`src/rtl/accel_tilt_processor.sv`:
```
// accel_tilt_processor: accelerometer front-end between the ADXL362 SPI
// controller and game logic. Stretches reset into a sensor hold reset,
// box-averages 2**AVG_LOG2 samples per channel and flags tilt per channel.
// Optional feature macro: HYSTERESIS_EN (tilt flags with a release band).
module accel_tilt_processor #(
  parameter int unsigned NUM_CH            = 2,
  parameter int unsigned RAW_W             = 12,
  parameter int unsigned AVG_LOG2          = 4,
  parameter int unsigned DEADZONE          = 100,
  parameter int unsigned HYST              = 20,
  parameter int unsigned RESET_HOLD_CYCLES = 1080
) (
  input  logic                      clk,
  input  logic                      reset,
  input  logic                      raw_valid,
  input  logic [NUM_CH*RAW_W-1:0]   raw_data,
  output logic                      hold_reset,
  output logic [NUM_CH*RAW_W-1:0]   avg_data,
  output logic [NUM_CH-1:0]         tilt_pos,
  output logic [NUM_CH-1:0]         tilt_neg,
  output logic                      out_valid,
  output logic                      overrun
);

  localparam int unsigned ACC_W  = RAW_W + AVG_LOG2;
  localparam int unsigned CNT_W  = AVG_LOG2 + 1;
  localparam int unsigned HOLD_W = (RESET_HOLD_CYCLES > 1) ? $clog2(RESET_HOLD_CYCLES) : 1;

  localparam logic [CNT_W-1:0]  LAST_SAMPLE = CNT_W'((1 << AVG_LOG2) - 1);
  localparam logic [HOLD_W-1:0] HOLD_LAST   = HOLD_W'(RESET_HOLD_CYCLES - 1);

  localparam logic signed [RAW_W-1:0] DZ_POS = RAW_W'(DEADZONE);
  localparam logic signed [RAW_W-1:0] DZ_NEG = -DZ_POS;
`ifdef HYSTERESIS_EN
  localparam logic signed [RAW_W-1:0] REL_POS = RAW_W'(DEADZONE - HYST);
  localparam logic signed [RAW_W-1:0] REL_NEG = -REL_POS;
`endif

  // Reject parameter sets where the thresholds cannot be represented.
  if (HYST > DEADZONE || DEADZONE >= (1 << (RAW_W - 1))) begin : g_bad_params
    $error("accel_tilt_processor: need HYST <= DEADZONE < 2**(RAW_W-1)");
  end

  typedef enum logic [1:0] {
    ST_HOLD   = 2'd0,
    ST_ACCUM  = 2'd1,
    ST_DIVIDE = 2'd2
  } state_e;

  state_e                    state_q;
  logic [HOLD_W-1:0]         hold_cnt_q;
  logic                      hold_reset_q;
  logic [CNT_W-1:0]          smp_cnt_q;
  logic signed [ACC_W-1:0]   acc_q [NUM_CH];
  logic signed [ACC_W-1:0]   acc_d [NUM_CH];
  logic [NUM_CH*RAW_W-1:0]   avg_data_q;
  logic [NUM_CH*RAW_W-1:0]   avg_data_d;
  logic [NUM_CH-1:0]         tilt_pos_q;
  logic [NUM_CH-1:0]         tilt_pos_d;
  logic [NUM_CH-1:0]         tilt_neg_q;
  logic [NUM_CH-1:0]         tilt_neg_d;
  logic                      out_valid_q;
  logic                      overrun_q;

  logic signed [RAW_W-1:0]   smp    [NUM_CH];
  logic signed [RAW_W-1:0]   avg_ch [NUM_CH];

  // Per-channel accumulate, floor-divide by bit selection, and tilt decision.
  always_comb begin
    avg_data_d = '0;
    tilt_pos_d = tilt_pos_q;
    tilt_neg_d = tilt_neg_q;
    for (int unsigned i = 0; i < NUM_CH; i++) begin
      smp[i]    = raw_data[i*RAW_W +: RAW_W];
      acc_d[i]  = acc_q[i] + ACC_W'(smp[i]);
      // Dropping the low AVG_LOG2 bits of a two's complement sum floors toward -inf.
      avg_ch[i] = acc_q[i][AVG_LOG2 +: RAW_W];
      avg_data_d[i*RAW_W +: RAW_W] = avg_ch[i];
`ifdef HYSTERESIS_EN
      if (avg_ch[i] > DZ_POS) begin
        tilt_pos_d[i] = 1'b1;
      end else if (avg_ch[i] < REL_POS) begin
        tilt_pos_d[i] = 1'b0;
      end
      if (avg_ch[i] < DZ_NEG) begin
        tilt_neg_d[i] = 1'b1;
      end else if (avg_ch[i] > REL_NEG) begin
        tilt_neg_d[i] = 1'b0;
      end
`else
      tilt_pos_d[i] = (avg_ch[i] > DZ_POS);
      tilt_neg_d[i] = (avg_ch[i] < DZ_NEG);
`endif
    end
  end

  // Control FSM with hold counter, sample counter, accumulators and registered outputs.
  always_ff @(posedge clk) begin
    if (reset) begin
      state_q      <= ST_HOLD;
      hold_cnt_q   <= '0;
      hold_reset_q <= 1'b1;
      smp_cnt_q    <= '0;
      for (int unsigned i = 0; i < NUM_CH; i++) begin
        acc_q[i] <= '0;
      end
      avg_data_q   <= '0;
      tilt_pos_q   <= '0;
      tilt_neg_q   <= '0;
      out_valid_q  <= 1'b0;
      overrun_q    <= 1'b0;
    end else begin
      out_valid_q <= 1'b0;
      case (state_q)
        ST_HOLD: begin
          if (hold_cnt_q == HOLD_LAST) begin
            state_q      <= ST_ACCUM;
            hold_reset_q <= 1'b0;
          end else begin
            hold_cnt_q <= hold_cnt_q + HOLD_W'(1);
          end
        end
        ST_ACCUM: begin
          if (raw_valid) begin
            for (int unsigned i = 0; i < NUM_CH; i++) begin
              acc_q[i] <= acc_d[i];
            end
            smp_cnt_q <= smp_cnt_q + CNT_W'(1);
            if (smp_cnt_q == LAST_SAMPLE) begin
              state_q <= ST_DIVIDE;
            end
          end
        end
        ST_DIVIDE: begin
          avg_data_q  <= avg_data_d;
          tilt_pos_q  <= tilt_pos_d;
          tilt_neg_q  <= tilt_neg_d;
          out_valid_q <= 1'b1;
          smp_cnt_q   <= '0;
          for (int unsigned i = 0; i < NUM_CH; i++) begin
            acc_q[i] <= '0;
          end
          // A strobe here cannot be accumulated; record the loss.
          if (raw_valid) begin
            overrun_q <= 1'b1;
          end
          state_q <= ST_ACCUM;
        end
        default: begin
          state_q <= ST_HOLD;
        end
      endcase
    end
  end

  assign hold_reset = hold_reset_q;
  assign avg_data   = avg_data_q;
  assign tilt_pos   = tilt_pos_q;
  assign tilt_neg   = tilt_neg_q;
  assign out_valid  = out_valid_q;
  assign overrun    = overrun_q;

endmodule
```
`config.mk`:
```
export PLATFORM = sky130hd
export DESIGN_NAME = accel_tilt_processor
export DESIGN_NICKNAME = d
export VERILOG_FILES = /design/src/rtl/accel_tilt_processor.sv
export SDC_FILE = /design/constraint.sdc
export NUM_CORES = 1
export LEC_CHECK = 0
export BUFFER_PORTS_ARGS = -buffer_cell sky130_fd_sc_hd__buf_2
export CAP_MARGIN = 20
export CORE_MARGIN = 4
export CORE_UTILIZATION = 40
export DETAILED_ROUTE_END_ITERATION = 10
export GPL_TIMING_DRIVEN = 0
export PLACE_DENSITY = 0.58
export SYNTH_ARGS = -nofsm -noshare
export SYNTH_HDL_FRONTEND = slang
export SYNTH_SLANG_ARGS = --single-unit
```
`constraint.sdc`:
```
create_clock -name clk -period 2.75 [get_ports clk]
set_input_delay 0 -clock clk [delete_from_list [all_inputs] [get_ports clk]]
set_output_delay 0 -clock clk [all_outputs]
set_load 0.03 [all_outputs]
```
==> flow_metrics.tcl <==
set metrics [dict create \
    status "complete, no violations" \
    final_min_period_over_clock_period_pct 91.8 \
    setup_viol 0 \
    powerDensity_nw_per_um2 506 \
    start_util_pct 41.5 \
    worstPathCellList "ha_1 > fa_1 > a21o_1 > a311oi_2 > nor2_1 > a41oi_2 > mux2i_1 > nor2_1" \
    htree_levels 3 \
    tns_ns 0 \
    synth-edff-count 32 \
    cp.required_ns 2.85 \
    slew_headroom_pct 44.8 \
    num-fill-cells 1006 \
    track_usage_pct 16.2 \
    critPathKind "register to register" \
    vias 3341 \
    maxCapViolations 0 \
    synth-seq-area-share_pct 44.8 \
    yosys_warnings 0 \
    clock_path_buffers 2 \
    multiInputGateArea_um2 2300 \
    antenna_found_initial 0 \
    grt_remaining_overflow 0 \
    path_max_fanout 3 \
    die-area_um2 12600 \
    gp_congestion 0.831 \
    synth_cell_types 57 \
    wirelength_um 9870 \
    crit_slowest_cell "fa_1" \
    seqCellArea_um2 1940 \
    irDropWorstVdd_mv 0.262 \
    tightest_slew_ns 0.825 \
    drt-initial-drc-count 172 \
    critPathArrivalTime_ns 2.62 \
    async_reset_ff_share_pct 0 \
    rows 37 \
    vias_per_cell 5.23 \
    ant_nets 0 \
    crit_top_cell "nor2_1" \
    dr_wl_met2_um 4390 \
    min_period_ns 2.53 \
    post_cts_buffers 0 \
    power_uw 2550 \
    fmax_mhz 396 \
    diodes 0 \
    avgSynthCellArea_um2 10.1 \
    io_pins 58 \
    top_layer "met4" \
    numClockSinks 81 \
    layout_common_cells "58 x buf_2, 50 x nor2_1, 49 x dfxtp_1" \
    final_common_cell "buf_2" \
    cts_tree "done" \
    finalHoldViolations 0 \
    cp-start-kind "register" \
    numPortBuffers 57 \
    max_stage_delay_ns 0.41 \
    core-area_um2 10500 \
    end_kind "register" \
    fin_skew_ns 0.0132 \
    syn-num-nets 491 \
    die_h_um 112 \
    numCtsBuffers 9 \
    ys_seq_elements 81 \
    final_layout_size_suffix_gt1_share_pct 18.3 \
    p_leak_uw 0.00213 \
    area_delta_synth_final_pct 16.0 \
    grt_pass1_vias 3312 \
    rsz0062_at_grt "false" \
    cts_root_buffer "clkbuf_8" \
    synth_ff_type "dfxtp_1" \
    wl_met3_um 444 \
    first_pass_iters 4 \
    fin_nets 560 \
    hp-class "primary input to register" \
    clkLatencyLatePin_ns 0.36 \
    drc 0 \
    path_clk_slew_ns 0.09 \
    routedWlPerCell_um 15.4 \
    grt_max_degree 34 \
    synth_area_um2 4340 \
    die_x_um 112 \
    syn_inst 429 \
    drv_slew 0 \
    grt_pass1_wl_um 16400 \
    routedLengthMet1_um 4980 \
    hpwl_um 7300 \
]
[layout make-up]
type / count / share of cell area [%]
sequential: 81 / 38.6
clock buffer: 13 / 4.00
inverter: 11 / 0.821
buffer: 14 / 1.22
clock inverter: 3 / 0.473
multi-input combinational: 323 / 45.6
tap: 136 / 3.38
timing repair buffer: 58 / 5.87
[registers in the layout, indices dropped and copies added (netlist names)]
| name | count |
|---|---|
| acc_q | 32 |
| avg_data | 24 |
| hold_cnt_q | 11 |
| hold_reset | 1 |
| out_valid | 1 |
| overrun | 1 |
| smp_cnt_q | 5 |
| state_q | 2 |
| tilt_neg | 2 |
| tilt_pos | 2 |
[where the power goes]
group | internal, µW | switching (µW)
logic | 134 | 175
clock network | 494 | 455
registers | 1260 | 23.1
total | 1890 | 653
[worst max-delay path: cells and delay by family (launching register included)]
| kind | cells | cell delay (ns) |
|---|---|---|
| AO/OA/AOI/OAI | 3 | 0.84 |
| adder cells (fa/ha/maj) | 2 | 0.62 |
| flip-flops | 1 | 0.38 |
| multiplexers | 1 | 0.22 |
| AND/OR/NAND/NOR | 2 | 0.18 |
[timing repair]
item | in CTS | in global routing
hold buffers | 1 | 0
endpoints found under the hold margin | 2 | 0
gates resized for setup | 0 | 0
[layer usage]
metal / global-route usage, % / vias up
met2: 25.7 / 64
li1: - / 1728
met3: 4.15 / 4
met5: 0 / -
met4: 4.33 / 0
met1: 22.0 / 1545
[cell usage after synthesis (3+ instances only)]
library cell  count  area (µm²)
nor2_1           50         188
a21oi_1          28         140
nor2b_1           4        25.0
edfxtp_1         32         961
o21bai_1          3        22.5
a21o_1            9        67.6
and3_1            7        43.8
mux2i_1           4        40.0
xor2_1           19         166
clkbuf_1         12        45.0
o21ai_0          12        60.1
ha_1             33         413
nand3_1          11        55.1
nor4_1            3        18.8
xnor2_1          13         114
dfxtp_1          49         981
inv_1            10        37.5
and4_2            3        30.0
o21a_1            6        45.0
and2_1            6        37.5
or3_1             5        31.3
nand2_1          30         113
a22o_1           24         210
a32o_1            3        30.0
nand4_1           4        25.0
nor3_1            7        35.0
[per-stage QoR]
| stage | utilization, % | instance area [µm²] | instances | hold WS [ns] | setup slack [ns] |
|---|---|---|---|---|---|
| 6_report | 48.1 | 5030 | 639 | 0.0399 | 0.225 |
| 5_1_grt | 48.1 | 5030 | 639 | 0.0317 | 0.0851 |
| 4_1_cts | 48.1 | 5030 | 639 | 0.0201 | 0.205 |
| 3_5_place_dp | 45.8 | 4800 | 622 | 0.274 | 0.228 |
| 2_1_floorplan | - | 4340 | 429 | 0.109 | 0.467 |
| 3_3_place_gp | 45.8 | 4790 | 622 | 0.278 | 0.224 |
[path summary, 6_finish.rpt]
path | start | to | slack [ns] | depth (start not counted)
worst max-delay path | acc_q[0][0] | acc_q[0][12] | 0.22 | 8
worst min-delay path | raw_data[12] | acc_q[0][16] | 0.04 | 3
worst max register to register | acc_q[0][0] | acc_q[0][12] | 0.22 | 8
worst min register to register | tilt_neg[0] | tilt_neg[0] | 0.45 | 2
[logic make-up (layout without fill, tap and decap cells)]
logic type / after synthesis / in the layout / share of synthesized area (%)
buffers and inverters: 25 / 99 / 2.36
AO/OA/AOI/OAI: 111 / 111 / 18.9
adder cells (fa/ha/maj): 35 / 35 / 10.4
flip-flops: 81 / 81 / 44.8
XOR/XNOR: 32 / 32 / 6.46
AND/OR/NAND/NOR: 141 / 141 / 16.1
multiplexers: 4 / 4 / 0.923
Power figures use the tool's default switching activity.
